===== src/rtl/regfile_seq_pkg.sv =====
// Shared types and constants for the operand read sequencer.
package regfile_seq_pkg;

  localparam int unsigned DATA_W_DEF = 32;
  localparam int unsigned ADDR_W_DEF = 4;
  localparam int unsigned PC_ADDR    = 15;
  localparam int unsigned N_OPS      = 3;
  localparam int unsigned STATE_W    = 3;

  typedef enum logic [STATE_W-1:0] {
    IDLE    = 3'd0,
    FETCH_A = 3'd1,
    FETCH_B = 3'd2,
    FETCH_C = 3'd3,
    DONE    = 3'd4
  } state_e;

endpackage


===== src/rtl/regfile_seq_next_op.sv =====
// Picks the next FETCH state: lowest set mask bit above the current slot.
module regfile_seq_next_op
  import regfile_seq_pkg::*;
(
  input  logic [STATE_W-1:0] cur_state_i,
  input  logic [2:0]         mask_i,
  output logic [STATE_W-1:0] next_state_c_o
);

  logic [2:0] above;
  logic [2:0] remain;

  // Slots strictly above the one being fetched now (all of them from IDLE).
  always_comb begin
    above = 3'b000;
    case (cur_state_i)
      IDLE:    above = 3'b111;
      FETCH_A: above = 3'b110;
      FETCH_B: above = 3'b100;
      default: above = 3'b000;
    endcase
  end

  assign remain = mask_i & above;

  // Lowest remaining wanted operand wins; none left means DONE.
  always_comb begin
    next_state_c_o = DONE;
    if (remain[0])      next_state_c_o = FETCH_A;
    else if (remain[1]) next_state_c_o = FETCH_B;
    else if (remain[2]) next_state_c_o = FETCH_C;
  end

endmodule


===== src/rtl/regfile_read_seq.sv =====
// Sequences up to three operand reads through one regfile read port.
// Address 15 returns pc_value instead of the regfile.
// Optional: define REGFILE_READ_SEQ_BYPASS_EN to forward snooped writebacks.
module regfile_read_seq
  import regfile_seq_pkg::*;
#(
  parameter int unsigned DATA_W = DATA_W_DEF,
  parameter int unsigned ADDR_W = ADDR_W_DEF
) (
  input  logic              clk,
  input  logic              rst_n,
  input  logic              req_valid,
  output logic              req_ready,
  input  logic [ADDR_W-1:0] req_addr_a,
  input  logic [ADDR_W-1:0] req_addr_b,
  input  logic [ADDR_W-1:0] req_addr_c,
  input  logic [2:0]        req_mask,
  input  logic [DATA_W-1:0] pc_value,
  output logic [ADDR_W-1:0] rf_r_addr,
  input  logic [DATA_W-1:0] rf_r_data,
  input  logic              wb_en,
  input  logic [ADDR_W-1:0] wb_addr,
  input  logic [DATA_W-1:0] wb_data,
  output logic              op_valid,
  input  logic              op_ready,
  output logic [DATA_W-1:0] op_a,
  output logic [DATA_W-1:0] op_b,
  output logic [DATA_W-1:0] op_c
);

  state_e                         state_q, state_d;
  logic [2:0]                     mask_q, mask_d;
  logic [N_OPS-1:0][ADDR_W-1:0]   addr_q, addr_d;
  logic [N_OPS-1:0][DATA_W-1:0]   op_q, op_d;
  logic                           req_ready_q;
  logic                           op_valid_q;
  logic [ADDR_W-1:0]              rf_addr_q, rf_addr_d;
  logic [2:0]                     pick_mask;
  logic [STATE_W-1:0]             next_fetch;
  logic [1:0]                     cur_idx;
  logic [ADDR_W-1:0]              cur_addr;
  logic [DATA_W-1:0]              fetch_data;
  logic [N_OPS-1:0]               wb_hit;

  function automatic logic is_pc(input logic [ADDR_W-1:0] a);
    return a == ADDR_W'(PC_ADDR);
  endfunction

  assign pick_mask = (state_q == IDLE) ? req_mask : mask_q;

  regfile_seq_next_op u_next_op (
    .cur_state_i    (state_q),
    .mask_i         (pick_mask),
    .next_state_c_o (next_fetch)
  );

  // Which slot the current FETCH state reads, and its latched address.
  always_comb begin
    cur_idx  = 2'd0;
    cur_addr = '0;
    case (state_q)
      FETCH_A: begin cur_idx = 2'd0; cur_addr = addr_q[0]; end
      FETCH_B: begin cur_idx = 2'd1; cur_addr = addr_q[1]; end
      FETCH_C: begin cur_idx = 2'd2; cur_addr = addr_q[2]; end
      default: begin cur_idx = 2'd0; cur_addr = '0; end
    endcase
  end

`ifdef REGFILE_READ_SEQ_BYPASS_EN
  logic [N_OPS-1:0] capt_q, capt_d;

  // Writeback forwarding: newest value for the slot being fetched and for captured slots.
  always_comb begin
    fetch_data = is_pc(cur_addr) ? pc_value : rf_r_data;
    if (wb_en && (wb_addr == cur_addr) && !is_pc(cur_addr)) fetch_data = wb_data;
    wb_hit = '0;
    for (int i = 0; i < N_OPS; i++) begin
      wb_hit[i] = capt_q[i] && wb_en && (wb_addr == addr_q[i]) && !is_pc(addr_q[i]);
    end
  end

  // Tracks which operands have already been fetched for this request.
  always_comb begin
    capt_d = capt_q;
    if (state_q == IDLE && req_valid) begin
      capt_d = '0;
    end else if (state_q == FETCH_A || state_q == FETCH_B || state_q == FETCH_C) begin
      for (int i = 0; i < N_OPS; i++) begin
        if (2'(i) == cur_idx) capt_d[i] = 1'b1;
      end
    end
  end

  // Captured-operand flags.
  always_ff @(posedge clk or negedge rst_n) begin
    if (!rst_n) capt_q <= '0;
    else        capt_q <= capt_d;
  end
`else
  logic unused_wb;

  // Writeback snoop is ignored; PC substitution only.
  always_comb begin
    fetch_data = is_pc(cur_addr) ? pc_value : rf_r_data;
    wb_hit     = '0;
  end

  assign unused_wb = ^{wb_en, wb_addr, wb_data};
`endif

  // Next-state and datapath updates for the sequencer.
  always_comb begin
    state_d = state_q;
    mask_d  = mask_q;
    addr_d  = addr_q;
    op_d    = op_q;
    case (state_q)
      IDLE: begin
        if (req_valid) begin
          mask_d  = req_mask;
          addr_d  = {req_addr_c, req_addr_b, req_addr_a};
          op_d    = '0;
          state_d = state_e'(next_fetch);
        end
      end
      FETCH_A, FETCH_B, FETCH_C: begin
        for (int i = 0; i < N_OPS; i++) begin
          if (wb_hit[i]) op_d[i] = wb_data;
          if (2'(i) == cur_idx) op_d[i] = fetch_data;
        end
        state_d = state_e'(next_fetch);
      end
      DONE: begin
        for (int i = 0; i < N_OPS; i++) begin
          if (wb_hit[i]) op_d[i] = wb_data;
        end
        if (op_ready) state_d = IDLE;
      end
      default: state_d = IDLE;
    endcase
  end

  // Read-port address for the upcoming state; PC slots never touch the regfile.
  always_comb begin
    rf_addr_d = '0;
    case (state_d)
      FETCH_A: rf_addr_d = is_pc(addr_d[0]) ? '0 : addr_d[0];
      FETCH_B: rf_addr_d = is_pc(addr_d[1]) ? '0 : addr_d[1];
      FETCH_C: rf_addr_d = is_pc(addr_d[2]) ? '0 : addr_d[2];
      default: rf_addr_d = '0;
    endcase
  end

  // State, latched request and registered outputs.
  always_ff @(posedge clk or negedge rst_n) begin
    if (!rst_n) begin
      state_q     <= IDLE;
      mask_q      <= '0;
      addr_q      <= '0;
      op_q        <= '0;
      req_ready_q <= 1'b1;
      op_valid_q  <= 1'b0;
      rf_addr_q   <= '0;
    end else begin
      state_q     <= state_d;
      mask_q      <= mask_d;
      addr_q      <= addr_d;
      op_q        <= op_d;
      req_ready_q <= (state_d == IDLE);
      op_valid_q  <= (state_d == DONE);
      rf_addr_q   <= rf_addr_d;
    end
  end

  assign req_ready = req_ready_q;
  assign op_valid  = op_valid_q;
  assign rf_r_addr = rf_addr_q;
  assign op_a      = op_q[0];
  assign op_b      = op_q[1];
  assign op_c      = op_q[2];

endmodule


===== config.mk =====
export PLATFORM = sky130hd
export DESIGN_NAME = regfile_read_seq
export DESIGN_NICKNAME = d
export VERILOG_FILES = /design/src/rtl/regfile_seq_pkg.sv /design/src/rtl/regfile_seq_next_op.sv /design/src/rtl/regfile_read_seq.sv
export SDC_FILE = /design/constraint.sdc
export NUM_CORES = 1
export LEC_CHECK = 0
export CAP_MARGIN = 10
export CORE_MARGIN = 2
export CORE_UTILIZATION = 45
export CTS_BUF_LIST = sky130_fd_sc_hd__clkbuf_4 sky130_fd_sc_hd__clkbuf_8
export CTS_CLUSTER_DIAMETER = 30
export DETAILED_ROUTE_END_ITERATION = 6
export PLACE_DENSITY = 0.84
export SKIP_CTS_REPAIR_TIMING = 1
export SYNTH_ARGS = -nofsm -noshare
export SYNTH_HDL_FRONTEND = slang
export SYNTH_SLANG_ARGS = --single-unit

===== constraint.sdc =====
create_clock -name clk -period 2.5 [get_ports clk]
set_clock_uncertainty 0.15 [all_clocks]
set_input_delay 0.5 -clock clk [delete_from_list [all_inputs] [get_ports clk]]
set_output_delay 0.5 -clock clk [all_outputs]
set_load 0.01 [all_outputs]

=== After elaboration in Yosys (flattened, before gate mapping) ===
Index checks and enable logic that the tools add are counted.

* Reduce and logical (&&, ||, !) cells: 9
* Bitwise gates (word level): 1
* Mux-type cells: 22
* Equal/unequal tests: 18

{| class="wikitable"
|+ Operators with widths
! cell !! count
|-
| 96-bit one-hot mux with 2 select lines || 1
|-
| 32-bit 2-to-1 mux || 4
|-
| 96-bit 2-to-1 mux || 1
|-
| 12-bit 2-to-1 mux || 2
|-
| 4-bit one-hot mux with 3 select lines || 2
|-
| 3-bit 2-to-1 mux || 6
|-
| 3-bit one-hot mux with 3 select lines || 2
|-
| 4-bit == test, second input constant || 4
|-
| 3-bit by 2-bit == test with 1-bit output, second input constant || 4
|-
| 4-bit 2-to-1 mux || 3
|-
| 3-bit AND reduction || 3
|-
| 2-bit != test, second input constant || 4
|-
| 3-bit by 1-bit == test with 1-bit output, second input constant || 2
|-
| 3-bit == test, second input constant || 2
|-
| 3-bit logical NOT || 2
|-
| 2-bit one-hot mux with 2 select lines || 1
|-
| 3-bit bitwise AND || 1
|-
| 3-bit OR reduction || 1
|-
| 1-bit by 2-bit == test with 1-bit output, first input constant || 1
|-
| 2-bit == test, first input constant || 1
|-
| 2-bit logical NOT || 1
|-
| 2-bit AND reduction || 1
|-
| 2-bit nonzero test || 1
|}

* Input port bits: 120
* Output and inout bits: 102
* Logic and storage cells: 61
* Flip-flop bits (word level): 120

=== Longest topological paths before layout ===
Gate-level depths: netlist of the first run.

* Depth after elaboration: 10
* Mapped depth: 9
* Mapped depth without buffers: 5

=== By module ===
From an unflattened synthesis of the first run, not the netlist that was laid out.

* Cell total of the unflattened synthesis: 816
* Area total of the unflattened synthesis: 7272.0 µm²

{| class="wikitable"
|+ Modules (own cells, without submodules)
! module !! sequential area each (µm²) !! times used !! area each (µm²) !! cells each
|-
| regfile_read_seq || 3004.1 || 1 || 7200.7 || 805
|-
| regfile_seq_next_op || 0.0 || 1 || 71.3 || 11
|}

=== Least setup slack after synthesis of the first run ===
No wires, ideal clock.

* Kind: reg-to-reg
* From: reg state_q[2]
* To: reg rf_addr_q[3] (netlist: rf_r_addr[3])
* Required time: 2204 ps
* Data arrival time: 1683 ps
* Library setup time: 146 ps
* Path buffers: 3
* Setup slack: 520 ps
* Period minus slack after synthesis: 1980 ps
* Stages on the path, launching flop included: 9
* Cells stage by stage: dfrtp_1 buf_4 nor4b_1 buf_4 buf_8 mux2i_1 inv_1 o311ai_0 o311ai_1

{| class="wikitable"
|+ RTL lines
! what !! RTL line !! text
|-
| start: declaration || regfile_read_seq.sv:31 || <nowiki>state_e state_q, state_d;</nowiki>
|-
| start signal: assignment || regfile_read_seq.sv:165 || <nowiki>state_q <= state_d;</nowiki>
|-
| end signal: assignment || regfile_read_seq.sv:171 || <nowiki>rf_addr_q <= rf_addr_d;</nowiki>
|-
| end: declaration || regfile_read_seq.sv:37 || <nowiki>logic [ADDR_W-1:0] rf_addr_q, rf_addr_d;</nowiki>
|}

=== Worst setup path after layout of the first run ===
* From: reg state_q[0]
* To: reg rf_addr_q[2] (netlist: rf_r_addr[2])

* Longest elaborated chain between the ends: 10
* Elaborated cells on any way between the ends: 26
* Classes of those cells: eq/ne: 10; mux: 13; bitwise: 1; reduce/logical: 2

{| class="wikitable"
|+ Ends and longest elaborated chain
! what !! RTL line !! text
|-
| 3-bit by 2-bit == test with 1-bit output, or another cell as far along || regfile_seq_next_op.sv:16, regfile_read_seq.sv:117 ||
|-
| 3-bit one-hot mux with 3 select lines or 3-bit 2-to-1 mux (tied branches) || regfile_seq_next_op.sv:16, regfile_read_seq.sv:49 ||
|-
| 3-bit bitwise AND || regfile_seq_next_op.sv:24 || <nowiki>assign remain = mask_i & above;</nowiki>
|-
| 3-bit 2-to-1 mux || regfile_seq_next_op.sv:31 || <nowiki>else if (remain[2]) next_state_c_o = FETCH_C;</nowiki>
|-
| 3-bit 2-to-1 mux || regfile_seq_next_op.sv:30 || <nowiki>else if (remain[1]) next_state_c_o = FETCH_B;</nowiki>
|-
| 3-bit 2-to-1 mux || regfile_seq_next_op.sv:29 || <nowiki>if (remain[0]) next_state_c_o = FETCH_A;</nowiki>
|-
| 3-bit 2-to-1 mux || regfile_read_seq.sv:119 || <nowiki>if (req_valid) begin</nowiki>
|-
| 3-bit one-hot mux with 3 select lines || regfile_read_seq.sv:117 || <nowiki>case (state_q)</nowiki>
|-
| 3-bit by 2-bit == test with 1-bit output or 3-bit by 1-bit == test with 1-bit output (tied branches) || regfile_read_seq.sv:146 || <nowiki>case (state_d)</nowiki>
|-
| 4-bit one-hot mux with 3 select lines * || regfile_read_seq.sv:146 ||
|-
| via rf_addr_d[2] || regfile_read_seq.sv:37 ||
|}

Mark *: on every way through the listed nets, which the timed path passes. The rest lies on a longest branch.
A chain may end at the register's enable or synchronous reset.

==> results of run 1 <==
## flip-flops by register name, summed over array words and instances, names as in the netlist
signal,flops
state_q,3
rf_r_addr,4
op_a,32
op_c,32
addr_q,12
op_valid,1
op_b,32
mask_q,2
req_ready,1
## worst paths after layout
kind	slack, ns	startpoint	endpoint	cells past startpoint
worst max-delay path	0.15	state_q[0]	rf_r_addr[2]	6
worst min-delay path	0.35	op_a[14]	op_a[14]	2
worst max register to register	0.15	state_q[0]	rf_r_addr[2]	6
worst min register to register	0.35	op_a[14]	op_a[14]	2
max in group asynchronous	1.12	rst_n	op_c[20]	3
min in group asynchronous	0.42	rst_n	addr_q[3]	2
## metrics by stage
| stage | power [mW] | std cells | setup TNS, ns | utilization | instance area (um^2) |
|---|---|---|---|---|---|
| floorplan | 5.479 | 774 | 0 | - | 6878 |
| global placement | 7.919 | 1092 | -0.05095 | 0.6036 | 9107 |
| detailed placement | 8.055 | 1092 | -0.2099 | 0.6036 | 9107 |
| CTS | 10.11 | 1124 | 0 | 0.6340 | 9567 |
| global route | 10.65 | 1125 | 0 | 0.6347 | 9577 |
| finish | 10.10 | 1125 | 0 | 0.6347 | 9577 |
## power groups by stage
stage               Clock, mW  Combinational, mW  Sequential [mW]
finish                   2.04               4.86             3.20
floorplan                   0               2.10             3.38
detailed placement          0               4.83             3.23
global placement            0               4.72             3.20
global route             2.15               5.21             3.29
CTS                      2.05               4.85             3.20
## final cells by class
class                      count  area, um^2
tap                          188       235.2
fill                        1244        5513
timing repair buffer         219        2330
clock inverter                 7       140.1
inverter                      16       60.06
clock buffer                  25       319.1
sequential                   119        2979
multi-input combinational    551        3513
## metal layers
metal / up-vias / part of all wire
met3: 50 / 0.072
met4: 0 / 0.021
met2: 350 / 0.49
li1: 3128 / -
met5: - / 0
met1: 3379 / 0.42
## worst register-to-register path: stages, from the launching register on
cell and delay, ns:
dfrtp_1 0.56, nor4b_2 0.31, buf_4 0.24, buf_12 0.14, mux2i_1 0.11, o311ai_0 0.48, o311ai_1 0.20
## Yosys cell counts (all sizes together)
master   number
nand2       196
dfrtp       118
and2         97
o211ai       96
o221ai       96
clkbuf       65
buf          23
inv          16
mux2i        13
o311ai       12
nor2          4
o21ai         4
nand3         3
nand3b        3
a21oi         2
and3          2
mux2          2
nor3          2
nor3b         2
nor4          2
a2111oi       1
a21boi        1
a21o          1
a22oi         1
and2b         1
and3b         1
dfstp         1
nand2b        1
nor4b         1
o21a          1
o22a          1
or2b          1
or3b          1
or4           1
or4b          1
xor2          1
## logic make-up after synthesis
logic type,after synthesis
AO/OA/AOI/OAI,216
XOR/XNOR,1
buffers and inverters,104
flip-flops,119
multiplexers,15
AND/OR/NAND/NOR,319
==> metrics.txt, run 1 <==
outcome=complete, no violations; GRT overflow=0; CTS HTree Levels=4; initial antenna violation count=0; global-route wire length before repair=34160 um; Slew @ Worst Pin=0.5124 ns; Crit-path slowest cell=dfrtp_1; combinational family with the most area after synthesis=compound AO/OA/AOI/OAI gates; io pins=222; GR Util met2=0.4256; sequential share of the synthesized area=0.4331; minimum clock period after layout=2.349 ns; Initial Util=0.4558; Worst-path clk slew=0.07 ns; Post-DRT Antenna Nets=0; leak pwr=3.643 nW; largest area contributor in the netlist=dfrtp_1; unrepaired setup endpoints after global routing=no; slowest cell delay on critical path=0.56 ns; met3 track demand over resource=0.04983; syn nets=894; Rel. slew slack=0.6540; yosys warns=0; worst path bufs/invs=2; pre-CTS setup slack=-0.1101 ns; nature of the critical path startpoint=flip-flop; vias in the first global route=6450; DRC=0; Worst Path Max Fanout=12; routability congestion estimate=0.9215; final hold slack=0.3455 ns; Max Freq=425.8 MHz; Die W=127.6 um; Yosys reg bits=119; Worst VDD drop=0.4636 mV; crit share post-route=0.9395; Switching Power=3.866 mW; crit path kind=flip-flop to flip-flop; Vias per Instance=6.140; via count of the routed design=6907; Post-Synth Adder-Cell Area=0; Site Rows=45; Worst-Skew Late Latency=0.46 ns; crit path DAT=2.49 ns; Clk network pwr share=0.202; crit path capture type=flip-flop; switching share of power=0.3828; area grow syn2layout=39.24%; post-route setup slack=0.1512 ns; # nets final=1044; synthesized area=6878 um^2; die area=16290 um^2; # diodes=0; final number of setup-violating endpoints=0; fin. max-slew vios=0; Worst EP required=2.64 ns; Top delay family on crit path=compound AO/OA/AOI/OAI gates; Final Hold Fails=0; clk sinks=119; post-synthesis area per instance=8.886 um^2; Hold WC Path Type=flip-flop to flip-flop; TritonCTS Buffers=17; simple-gate share of the synthesized area=0.2239; DRT iter0 DRCs=647; complex-gate fraction of the synthesized area=0.2549; commonest non-fill, non-tap cells in the layout=nand2_1, clkdlybuf4s50_1, dfrtp_1; Die Ht=127.6 um; Cell Chain, Critical Path=nor4b_2 -> buf_4 -> buf_12 -> mux2i_1 -> o311ai_0 -> o311ai_1; layout cell share with drive strength beyond 1=0.08965; Longest Clk Path Bufs=2; xor and xnor area share after synthesis=0.001273; Core Area=15090 um^2; sequential share of power=0.317; max_cap viols=0; DP Wirelength=13340 um; commonest non-fill, non-tap cell in the layout=nand2_1; gr busiest metal=met2; CTS root buf=clkbuf_8; CTS tree=yes; Power Density=1055 nW/um^2; Synth area leaders=dfrtp_1, o221ai_1, nand2_1, o211ai_1, and2_1; total track usage=0.2640; drt first pass iters=7; post-synth top area share=0.4293; Total Wirelength=21390 um; multiplexer share of the synthesized area=0.02219; synth unique cells=45; Port Buf Inserts=184; largest net degree at the start of global routing=65; Gate power share=0.481; gate count of the mapped netlist=774; met1 layer usage reported by global route=0.3587; Routed WL per cell=19.01 um; Int Power=6.234 mW
Note: power is estimated with default switching activity, not from simulation.
==> run 2, diff against run 1 <==
--- a/config.mk
+++ b/config.mk
@@ -11,6 +11,7 @@
 export CTS_BUF_LIST = sky130_fd_sc_hd__clkbuf_4 sky130_fd_sc_hd__clkbuf_8
 export CTS_CLUSTER_DIAMETER = 30
 export DETAILED_ROUTE_END_ITERATION = 6
+export GPL_TIMING_DRIVEN = 0
 export PLACE_DENSITY = 0.84
 export SKIP_CTS_REPAIR_TIMING = 1
 export SYNTH_ARGS = -nofsm -noshare
==> metrics.txt, run 2 (synthesis results as in run 1) <==
min-delay src=op_c[25]; leak pwr=3.654 nW; max layer used=met4; post-route cell area=9428 um^2; minimum clock period after layout=2.374 ns; Die Ht=127.6 um; Power Density=1025 nW/um^2; RR Endpoint=op_c[22]; routability congestion estimate=0.9610; placed insts=1147; Worst-path clk slew=0.07 ns; final hold slack=0.3440 ns; area grow syn2layout=37.07%; Worst Path Max Fanout=10; clk sinks=119; fin. max-slew vios=0; crit path kind=flip-flop to flip-flop; # diodes=0; Slew @ Worst Pin=0.7510 ns; Longest Clk Path Bufs=2; crit share post-route=0.9495; DRC=0; wire length on met2=10940 um; crit path DAT=2.53 ns; drt first pass iters=5; initial antenna violation count=0; Worst VDD drop=0.4274 mV; Final Hold Fails=0; DP Wirelength=16870 um; CTS root buf=clkbuf_8; Worst Reg2Reg Path Length in Cells=8; vias in the first global route=6913; TritonCTS Buffers=17; GRT overflow=0; Cell Chain, Critical Path=buf_2 -> nand3b_1 -> a21oi_2 -> o22a_1 -> buf_2 -> buf_4 -> buf_2 -> o211ai_1; Vias per Instance=6.114; Die W=127.6 um; global-route wire length before repair=36430 um; Total Wirelength=23300 um; CTS HTree Levels=4; Hold WC Path Type=flip-flop to flip-flop; # nets final=1099; max_cap viols=0; Post-DRT Antenna Nets=0; total track usage=0.2872; Hold Path Sink=op_c[25]; CTS tree=yes; Worst EP required=2.65 ns; slowest cell delay on critical path=0.37 ns; Worst-Skew Late Latency=0.44 ns; FF-to-FF setup slack=0.13 ns; Crit-path slowest cell=a21oi_2; io pins=222; Port Buf Inserts=184; WHS Path Cells=2; commonest non-fill, non-tap cell in the layout=nand2_1; outcome=complete, no violations; post-placement cell area=8984 um^2; Top delay family on crit path=buffers and inverters; RR Startpoint=state_q[1]; Initial Util=0.4558; Rel. slew slack=0.4981; die area=16290 um^2; commonest non-fill, non-tap cells in the layout=nand2_1, clkdlybuf4s50_1, dfrtp_1; Final Non-Filler Cells=1180; Final TNS setup=0 ns; crit path capture type=flip-flop; unrepaired setup endpoints after global routing=no; layout cell share with drive strength beyond 1=0.08367; largest net degree at the start of global routing=63; via count of the routed design=7214; wire length on met3=1950 um; DRT iter0 DRCs=871; final number of setup-violating endpoints=0; worst path bufs/invs=4; Max Freq=421.3 MHz; Site Rows=45; Core Area=15090 um^2; Routed WL per cell=19.74 um; crit-path most repeated cell=buf_2; met1 wire length=9599 um; Fill cells=1269; nature of the critical path startpoint=flip-flop; final core utilization=0.6248
## run 2: cell count changes in the layout (fill, tap and decap cells not counted), moves of 2 or more
cell,before,now
buf_12,18,0
buf_2,0,16
clkbuf_1,0,49
clkbuf_2,0,17
buf_6,0,2
buf_4,17,4
bufinv_16,4,2
o21ai_1,0,2
clkinv_2,1,4
## run 2: cell type report
| type | instances | area, um^2 | area share |
|---|---|---|---|
| Clock buffer | 24 | 311.5 | 0.03305 |
| Buffer | 88 | 405.4 | 0.04300 |
| Multi-Input combinational cell | 551 | 3461 | 0.3671 |
| Clock inverter | 8 | 95.09 | 0.01009 |
| Sequential cell | 119 | 2979 | 0.3160 |
| Tap cell | 188 | 235.2 | 0.02495 |
| Inverter | 16 | 60.06 | 0.006370 |
| Timing Repair Buffer | 186 | 1881 | 0.1995 |
## run 2: power breakdown
group | switching [mW] | internal (mW) | leakage [nW] | total [mW]
registers | 0.489 | 2.69 | 1.57 | 3.18
clock network | 0.794 | 1.02 | 0.209 | 1.81
logic | 2.59 | 2.08 | 1.88 | 4.67
total | 3.87 | 5.79 | 3.65 | 9.66
## run 2: worst register-to-register path, delay by kind of cell, from the launching register on
family,cells,cell delay [ns]
AO/OA/AOI/OAI,3,0.71
buffers and inverters,4,0.80
flip-flops,1,0.35
AND/OR/NAND/NOR,1,0.22
## run 2: stage by stage
step | power (mW) | setup slack [ns]
finish | 9.664 | 0.1262
global route | 10.21 | 0.004723
CTS | 9.610 | -0.05061
detailed placement | 7.788 | -0.3042
global placement | 7.647 | -3.886
floorplan | 5.479 | 0.5205
## run 2: layer usage
layer  vias up  global-route usage
li1       3233                   -
met1      3473              0.3952
met2       438              0.4467
met3        70             0.04899
met4         0              0.1293
met5         -                   0
## run 2: worst max-delay path by stage
stage                     from           end  slack, ns  depth (start not counted)
CTS                 state_q[1]      op_b[12]      -0.05                          7
global route        state_q[1]       op_b[2]      0.005                          8
finish              state_q[1]      op_c[22]       0.13                          8
floorplan           state_q[2]  rf_r_addr[3]       0.52                          8
detailed placement   req_valid  rf_r_addr[3]      -0.30                          8
global placement         rst_n      op_b[24]      -3.89                          1
==> run 3, diff against run 2 <==
--- a/config.mk
+++ b/config.mk
@@ -13,6 +13,7 @@
 export DETAILED_ROUTE_END_ITERATION = 6
 export GPL_TIMING_DRIVEN = 0
 export PLACE_DENSITY = 0.84
+export REMOVE_ABC_BUFFERS = 1
 export SKIP_CTS_REPAIR_TIMING = 1
 export SYNTH_ARGS = -nofsm -noshare
 export SYNTH_HDL_FRONTEND = slang
==> metrics.txt, run 3 (synthesis results as in run 1) <==
Worst-Skew Late Latency=0.44 ns; Post-DRT Antenna Nets=0; io pins=222; Slew @ Worst Pin=1.021 ns; # nets final=1076; Final Hold Fails=0; Die W=127.6 um; TritonCTS Buffers=17; crit path from=state_q[1]; Initial Util=0.4558; worst path bufs/invs=3; crit share post-route=1.061; nature of the critical path startpoint=flip-flop; Top delay family on crit path=buffers and inverters; Worst VDD drop=0.4736 mV; min-delay src=op_b[17]; Longest Clk Path Bufs=2; Worst Path Max Fanout=10; Cell Chain, Critical Path=buf_4 -> nor4b_4 -> buf_4 -> buf_4 -> mux2i_2 -> nor4_2 -> o311ai_1; commonest non-fill, non-tap cell in the layout=nand2_1; Crit-path slowest cell=dfrtp_4; Fill cells=1205; crit path DAT=2.80 ns; Routed WL per cell=21.18 um; Power Density=1066 nW/um^2; Total Wirelength=24490 um; largest net degree at the start of global routing=66; GRT overflow=0; fin. max-slew vios=0; die area=16290 um^2; RR Startpoint=state_q[1]; Final Non-Filler Cells=1156; CTS HTree Levels=4; crit-path most repeated cell=buf_4; vias in the first global route=6618; Max Freq=377.0 MHz; violated checks=negative setup slack; Site Rows=45; post-placement cell area=9107 um^2; Die Ht=127.6 um; post-route cell area=9945 um^2; crit path capture type=flip-flop; Port Buf Inserts=184; leak pwr=3.842 nW; total track usage=0.2689; crit path kind=flip-flop to flip-flop; drt first pass iters=5; area grow syn2layout=44.59%; via count of the routed design=7199; storage element area=2990 um^2; clk sinks=119; max_cap viols=0; CTS root buf=clkbuf_8; initial antenna violation count=0; placed insts=1084; Worst EP required=2.65 ns; final number of setup-violating endpoints=3; routability congestion estimate=0.7963; Worst-path clk slew=0.07 ns; Multi-input gate area=3615 um^2; Vias per Instance=6.228; minimum clock period after layout=2.652 ns; outcome=complete, but fails checks; global-route wire length before repair=35010 um; layout cell share with drive strength beyond 1=0.1240; CTS tree=yes; slowest cell delay on critical path=0.53 ns; Hold WC Path Type=flip-flop to flip-flop; # diodes=0; Rel. slew slack=0.3163; DRC=0; DRT iter0 DRCs=779; Core Area=15090 um^2; post-route setup slack=-0.1525 ns; DP Wirelength=13990 um; commonest non-fill, non-tap cells in the layout=nand2_1, clkdlybuf4s50_1, dfrtp_1
==> run 3: cell types whose count changed in the layout (fill, tap and decap cells not counted), moves of 4 or more <==
cell,previous run,this run
o311ai_0,8,4
clkbuf_2,17,0
buf_8,1,6
buf_6,2,7
clkbuf_1,49,0
buf_12,0,6
o311ai_1,4,8
buf_4,4,34
buf_2,16,0
buf_16,1,7
==> run 3: layout make-up <==
cell class | count | share of cell area
Tap cell | 188 | 0.02365
Timing Repair Buffer | 245 | 0.2621
Sequential cell | 119 | 0.3007
Clock inverter | 9 | 0.01485
Clock buffer | 22 | 0.02919
Inverter | 16 | 0.006039
Multi-Input combinational cell | 557 | 0.3635
==> run 3: path summary, 6_finish.rpt <==
kind                       slack [ns]  depth (start not counted)           end
setup / recovery                -0.15                          7  rf_r_addr[1]
hold / removal                   0.35                          2      op_b[17]
setup reg to reg                -0.15                          7  rf_r_addr[1]
hold reg to reg                  0.35                          2      op_b[17]
max in group asynchronous        1.04                          3      op_a[27]
min in group asynchronous        0.45                          2       op_c[0]
==> run 3: tightest hold or removal path, stage by stage, from the launching register on <==
cell	delay [ns]
dfrtp_1	0.34
nand2_1	0.05
o211ai_1	0.07
==> run 3: metal layers <==
| metal | global-route usage | part of all wire |
|---|---|---|
| met4 | 0.1067 | 0.027 |
| met3 | 0.06281 | 0.092 |
| met1 | 0.3577 | 0.41 |
| met2 | 0.4262 | 0.47 |
| met5 | 0 | 0 |
==> run 3: per-stage QoR <==
stage / power, mW / hold WS (ns) / util / TNS (ns) / worst slack, ns
2_1_floorplan: 5.261 / 0.05441 / - / -523.74 / -5.218
3_3_place_gp: 7.467 / 0.3284 / 0.5680 / -1503.68 / -10.19
3_5_place_dp: 8.065 / 0.3359 / 0.6036 / -138.66 / -1.508
4_1_cts: 10.06 / -0.1081 / 0.6326 / -135.13 / -1.540
5_1_grt: 11.13 / 0.3770 / 0.6590 / -0.5442 / -0.2260
6_report: 10.60 / 0.3484 / 0.6590 / -0.2053 / -0.1525
==> run 3: power by group <==
group / internal [mW] / total (mW) / switching [mW] / leakage, nW
sequential: 2.70 / 3.23 / 0.531 / 1.56
combinational: 2.56 / 5.38 / 2.82 / 2.05
clock: 1.18 / 1.98 / 0.808 / 0.225
